**config.mk**
```make
export PLATFORM = sky130hd
export DESIGN_NAME = lr_bus_arbiter
export DESIGN_NICKNAME = d
export VERILOG_FILES = /design/src/rtl/lr_bus_arbiter.sv
export SDC_FILE = /design/constraint.sdc
export NUM_CORES = 1
export LEC_CHECK = 0
export CORE_AREA = 3 3 73 48
export DETAILED_ROUTE_END_ITERATION = 10
export DIE_AREA = 0 0 76 51
export PLACE_DENSITY_LB_ADDON = 0.25
export SETUP_SLACK_MARGIN = 0.2
export SLEW_MARGIN = 10
export SYNTH_ARGS = -nofsm -noshare
export SYNTH_HDL_FRONTEND = slang
export SYNTH_SLANG_ARGS = --single-unit
export TNS_END_PERCENT = 10
```
**constraint.sdc**
```tcl
create_clock -name clk -period 4.55 [get_ports clk]
set_clock_uncertainty 0.1 [all_clocks]
set_input_delay 0.91 -clock clk [delete_from_list [all_inputs] [get_ports clk]]
set_output_delay 0.91 -clock clk [all_outputs]
set_load 0.02 [all_outputs]
```
**src/rtl/lr_bus_arbiter.sv**
```systemverilog
// Two-master arbiter for the 8-bit LR slave bus: registered grant, round-robin tie-break,
// occupy-based lock and bounded preemption. Define LR_ARB_PARK_EN to park the bus on the last owner.
module lr_bus_arbiter #(
   parameter int MAX_HOLD = 16,
   parameter int HOLD_W   = 5
) (
   input  logic       clk,
   input  logic       rstn,
   input  logic       M0RD_i,
   input  logic       M0WR_i,
   input  logic [7:0] M0Addr_i,
   input  logic [7:0] M0WRData_i,
   input  logic       M0Occupy_i,
   output logic       M0Gnt_o,
   output logic [7:0] M0RDData_o,
   input  logic       M1RD_i,
   input  logic       M1WR_i,
   input  logic [7:0] M1Addr_i,
   input  logic [7:0] M1WRData_i,
   input  logic       M1Occupy_i,
   output logic       M1Gnt_o,
   output logic [7:0] M1RDData_o,
   output logic       SRD_o,
   output logic       SWR_o,
   output logic [7:0] SAddr_o,
   output logic [7:0] SWRData_o,
   input  logic [7:0] SRDData_i,
   output logic [1:0] Owner_o
);

   typedef enum logic [1:0] {
      IDLE = 2'b00,
      OWN0 = 2'b01,
      OWN1 = 2'b10
   } state_t;

`ifdef LR_ARB_PARK_EN
   localparam bit PARK = 1'b1;
`else
   localparam bit PARK = 1'b0;
`endif

   state_t            state, state_nxt;
   logic              last, last_nxt;
   logic [HOLD_W-1:0] hold, hold_nxt;
   logic              req0, req1;
   logic              hold_max;

   assign req0     = M0RD_i | M0WR_i | M0Occupy_i;
   assign req1     = M1RD_i | M1WR_i | M1Occupy_i;
   assign hold_max = (hold >= HOLD_W'(MAX_HOLD));

   // last = 1 after reset so that M0 wins the first tie
   always_ff @(posedge clk or negedge rstn) begin
      if (!rstn) begin
         state <= IDLE;
         last  <= 1'b1;
         hold  <= '0;
      end else begin
         state <= state_nxt;
         last  <= last_nxt;
         hold  <= hold_nxt;
      end
   end

   always_comb begin
      state_nxt = state;
      last_nxt  = last;
      hold_nxt  = '0;
      case (state)
         IDLE: begin
            if (req0 && (!req1 || last))
               state_nxt = OWN0;
            else if (req1)
               state_nxt = OWN1;
         end
         OWN0: begin
            if (!req0) begin
               last_nxt = 1'b0;
               if (req1)
                  state_nxt = OWN1;
               else if (!PARK)
                  state_nxt = IDLE;
            end else if (req1 && !M0Occupy_i) begin
               if (hold_max) begin
                  state_nxt = OWN1;
                  last_nxt  = 1'b0;
               end else begin
                  hold_nxt = hold + 1'b1;
               end
            end
         end
         OWN1: begin
            if (!req1) begin
               last_nxt = 1'b1;
               if (req0)
                  state_nxt = OWN0;
               else if (!PARK)
                  state_nxt = IDLE;
            end else if (req0 && !M1Occupy_i) begin
               if (hold_max) begin
                  state_nxt = OWN0;
                  last_nxt  = 1'b1;
               end else begin
                  hold_nxt = hold + 1'b1;
               end
            end
         end
         default: state_nxt = IDLE;
      endcase
   end

   // Owner's strobes pass through unregistered; a simultaneous RD and WR becomes a write
   always_comb begin
      SRD_o     = 1'b0;
      SWR_o     = 1'b0;
      SAddr_o   = '0;
      SWRData_o = '0;
      case (state)
         OWN0: begin
            SRD_o     = M0RD_i & ~M0WR_i;
            SWR_o     = M0WR_i;
            SAddr_o   = M0Addr_i;
            SWRData_o = M0WRData_i;
         end
         OWN1: begin
            SRD_o     = M1RD_i & ~M1WR_i;
            SWR_o     = M1WR_i;
            SAddr_o   = M1Addr_i;
            SWRData_o = M1WRData_i;
         end
         default: ;
      endcase
   end

   assign M0Gnt_o    = (state == OWN0);
   assign M1Gnt_o    = (state == OWN1);
   assign Owner_o    = state;
   assign M0RDData_o = SRDData_i;
   assign M1RDData_o = SRDData_i;

endmodule

```
# Yosys cells after proc, flatten, opt, wreduce, memory -nomap -nowiden
# Index checks and enable logic that the tools add are counted.
op_classes:
  addsub: 1
  n_eq_ne: 7
  reduce_logical: 11
  order_cmp: 1
  muxes: 28
  bitwise_logic: 8
op_table:
  columns: ["operator", "count"]
  rows:
  - ["$pmux W8 S2", 2]
  - ["$mux W5", 5]
  - ["$mux W2", 9]
  - ["$ne A3 B2 Y1 const B", 4]
  - ["$pmux W5 S2", 1]
  - ["$reduce_and A5 Y1", 2]
  - ["$mux W1", 7]
  - ["$pmux W1 S2", 3]
  - ["$pmux W2 S3", 1]
  - ["$add A5 B1 Y5 const B", 1]
  - ["$ge A5 B5 Y1 const B", 1]
  - ["$or A1 B1 Y1", 4]
  - ["$logic_and A1 B1 Y1", 3]
  - ["$logic_not A1 Y1", 3]
  - ["$ne A3 B3 Y1 const B", 1]
  - ["$and A1 B1 Y1", 2]
  - ["$eq A2 B1 Y1 const B", 1]
  - ["$eq A2 B2 Y1 const B", 1]
  - ["$logic_not A2 Y1", 1]
  - ["$not A1 Y1", 2]
  - ["$reduce_bool A2 Y1", 1]
  - ["$logic_or A1 B1 Y1", 1]
totals:
  ff_bits: 8
  output_inout_bits: 38

# Logic depth before layout (Yosys ltp)
logic_depth:
  word_depth: 7
  mapped_depth: 7

# Worst setup path after synthesis
# No wires, ideal clock.
synth_timing:
  path_kind: "register -> output"
  from: "reg state[0], in the netlist Owner_o[0]"
  to: "out SAddr_o[2]"
  path_slack_ns: 1.852
  t_arrival_ns: 1.688
  path_buffers: 1
  stages_incl_launch_ff: 6
  cell_sequence: "dfrtp_1 -> inv_1 -> ha_1 -> clkbuf_1 -> a22oi_1 -> nor2b_1"
synth_between:
  elab_chain_len: 2
  word_cells_on_any_way: 3
  classes_between: "eq/ne: 2; mux: 1"
synth_rtl:
  columns: ["item", "line", "text"]
  rows:
  - ["start: declaration", "43", "state_t state, state_nxt;"]
  - ["start signal: assignment", "60", "state <= state_nxt;"]
  - ["$eq A2 B2 Y1", null, null]
  - ["net M1Gnt_o", "21", "output logic M1Gnt_o,"]
  - ["$pmux W8 S2", "119", "case (state)"]
  - ["end: declaration", "25", "output logic [7:0] SAddr_o,"]
# The timed path passes the listed nets, and every way through them passes these cells.

# Worst setup path in the final report
layout_timing:
  from: "reg state[0], in the netlist Owner_o[0]"
  to: "out SRD_o"
layout_between:
  elab_chain_len: 2
  word_cells_on_any_way: 3
  classes_between: "eq/ne: 2; mux: 1"
layout_rtl:
  columns: ["item", "line", "text"]
  rows:
  - ["$eq A2 B2 Y1 or $eq A2 B1 Y1 (tied branches)", "119", null]
  - ["$pmux W1 S2 *", "119", null]
  - ["end: declaration", "23", "output logic SRD_o,"]
# Every way passes the cells marked *; elsewhere a longest branch is shown, timed or not.

==> metrics.cfg <==
[detailed_routing]
antenna_left=0
drcViolationCount=0
viasPerCell=4.793
avgRoutedWirePerCell_um=14.38
drt_iter0_drc=30
vias=949
first_pass_iters=4
wl_um=2848

[power_and_ir_drop]
p_sw_uw=365.4
p_total_uw=833.4
power_frac_comb=0.765
pwr_density_cell_nw_per_um2=556.0
switching_share=0.4385
pwr-share-seq=0.128
p_int_uw=467.9
clkPwrFrac=0.107
p_leak_nw=0.5556
ir_drop_uv=207.3

[timing]
slew_viol_final=0
setup_violations=0
rsz0062_at_grt=false
finalWorstSetupSlack_ns=1.077
worst_slew_pin_slew_ns=0.8207
max_freq_mhz=288.0
tns_ns=0
finalHoldViolations=0
relSlewSlack=0.4529
finalCriticalPeriod_ns=3.473
fin_crit_sh=0.7632

[place]
placed_cells=194
hpwl_um=2307
port_buffers=61
pre_cts_slack_ns=1.163
gp_congestion=0.7939

[die]
start_util=0.3294
io-pin-count=86
core_um2=2834
die_h_um=51
core.rowCount=15
fp.dieW_um=76
dieArea_um2=3876

[clocking]
cts_sinks=8
cts_tree=done
cts_buffers=3
clk_latency_ns=0.23
htree_levels=1
path_clk_slew_ns=0.04
postCtsHoldBufs=0
cts.path.max_buffers=2
post_cts_buffers=0
cts_resized=0
clock_tree.root_cell=clkbuf_8

[logic_synthesis]
synth.distinct_cells=28
synth_edf_count=0
synthArstFlopShare=1.000
synth_top_area_cell=dfrtp_1
synth_top_area_share=0.1877
syn-num-nets=167
avgSynthCellArea_um2=8.260
ys_top_cells_by_count=a22oi_1, nor2b_1, buf_4
ys.flop_type=dfrtp_1
syn_inst=113
synthTopCellsByArea=dfrtp_1, a22oi_1, buf_4
ys_seq_elements=8
synth_area_um2=933.4
ys_warn_count=0
synth_seq_area_share=0.2158

[cells_and_area]
area_growth_pct=60.59
finish.utilization=0.5289
finalNonFillerCells=198
fin_nets=211
antennaDiodeCount=0
layout-drive-gt1-share=0.07051

[grt]
grt_antenna_before_repair=0
grt_pass1_wl_um=4443
grt_usage=0.1388
grt_pass1_vias=967
grt_overflow_total=0
grt_max_degree=24

[worst_setup_path]
start_kind=register
regToRegSetupSlack_ns=2.35
criticalPathCategory=register to output pin
r2r_start=Owner_o[0]
critPathLaunch=Owner_o[0]
r2r_cells=5
crit_required_ns=3.54
arrival_ns=2.46
worstReg2RegEnd=Owner_o[1]
cp_max_fo=23
end_kind=output pin

[min_path]
worstHoldPathCells=1
worstHoldPathType=register to register
holdPathEnd=hold[0]
hold_start=hold[0]

[outcome]
status=finished, final reports clean

[run]
cap_violations=0

==> metal layers <==
metal	wire, um	part of all wire	track usage	up-vias
met5	0	0	0	-
met4	42	0.015	0.05422	0
met3	132	0.046	0.03873	12
met2	1489	0.52	0.2676	24
met1	1184	0.42	0.1463	450
li1	-	-	-	463
==> sequential cells by signal, summed over array words and instances (netlist names) <==
| name | flops |
|---|---|
| last | 1 |
| Owner_o | 2 |
| hold | 5 |
==> worst max-delay path: stages (launching register included) <==
cell	delay, ns
dfrtp_1	0.40
inv_1	0.11
ha_1	0.70
nand2_1	0.12
o21ai_0	0.16
and2_1	0.14
clkdlybuf4s50_1	0.60
==> cell families after synthesis <==
| kind of cell | count (synthesis) | share of synthesized area |
|---|---|---|
| adders and majority gates | 6 | 0.08043 |
| AOI/OAI and AO/OA | 26 | 0.2158 |
| xor gates and xnor gates | 2 | 0.01877 |
| buffers and inverters | 30 | 0.1850 |
| muxes | 3 | 0.03887 |
| DFF | 8 | 0.2158 |
| and+or+nand+nor | 38 | 0.2453 |
==> cells in the final DEF, fill, tap and decap left out, drive strengths merged, types with 3 or more instances in the layout <==
master          n
dfrtp           7
a22oi          17
ha              6
inv             8
o21ai           3
nand3           6
nor2            5
clkbuf          4
clkdlybuf4s50  61
nor2b          17
==> power by group through the flow <==
| stage | clock network, mW | registers [mW] | logic (mW) |
|---|---|---|---|
| global route | 0.0961 | 0.109 | 0.684 |
| global placement | 0 | 0.107 | 0.634 |
| detailed placement | 0 | 0.107 | 0.642 |
| finish | 0.0894 | 0.107 | 0.637 |
| floorplan | 0 | 0.114 | 0.408 |
| CTS | 0.0943 | 0.106 | 0.644 |
==> stage by stage <==
step           hold slack, ns  area [um^2]
5_1_grt                0.4112         1499
3_3_place_gp           0.3830         1454
2_1_floorplan          0.3547        933.4
4_1_cts                0.3908         1499
6_report               0.3984         1499
3_5_place_dp           0.3840         1454
==> worst max-delay path by stage <==
| stage | end | slack (ns) |
|---|---|---|
| 2_1_floorplan | SAddr_o[2] | 1.85 |
| 3_3_place_gp | SRD_o | 1.19 |
| 3_5_place_dp | SRD_o | 1.16 |
| 4_1_cts | SRD_o | 1.05 |
| 5_1_grt | SRD_o | 0.90 |
| 6_report | SRD_o | 1.08 |
==> layout make-up <==
cell class                      count  area (um^2)
Timing Repair Buffer               61        610.6
Tap cell                           42        52.55
Clock buffer                        4        45.04
Fill cell                         278         1335
Sequential cell                     8        201.4
Inverter                            8        30.03
Multi-Input combinational cell     75        559.3
Power figures use the tool's default switching activity.
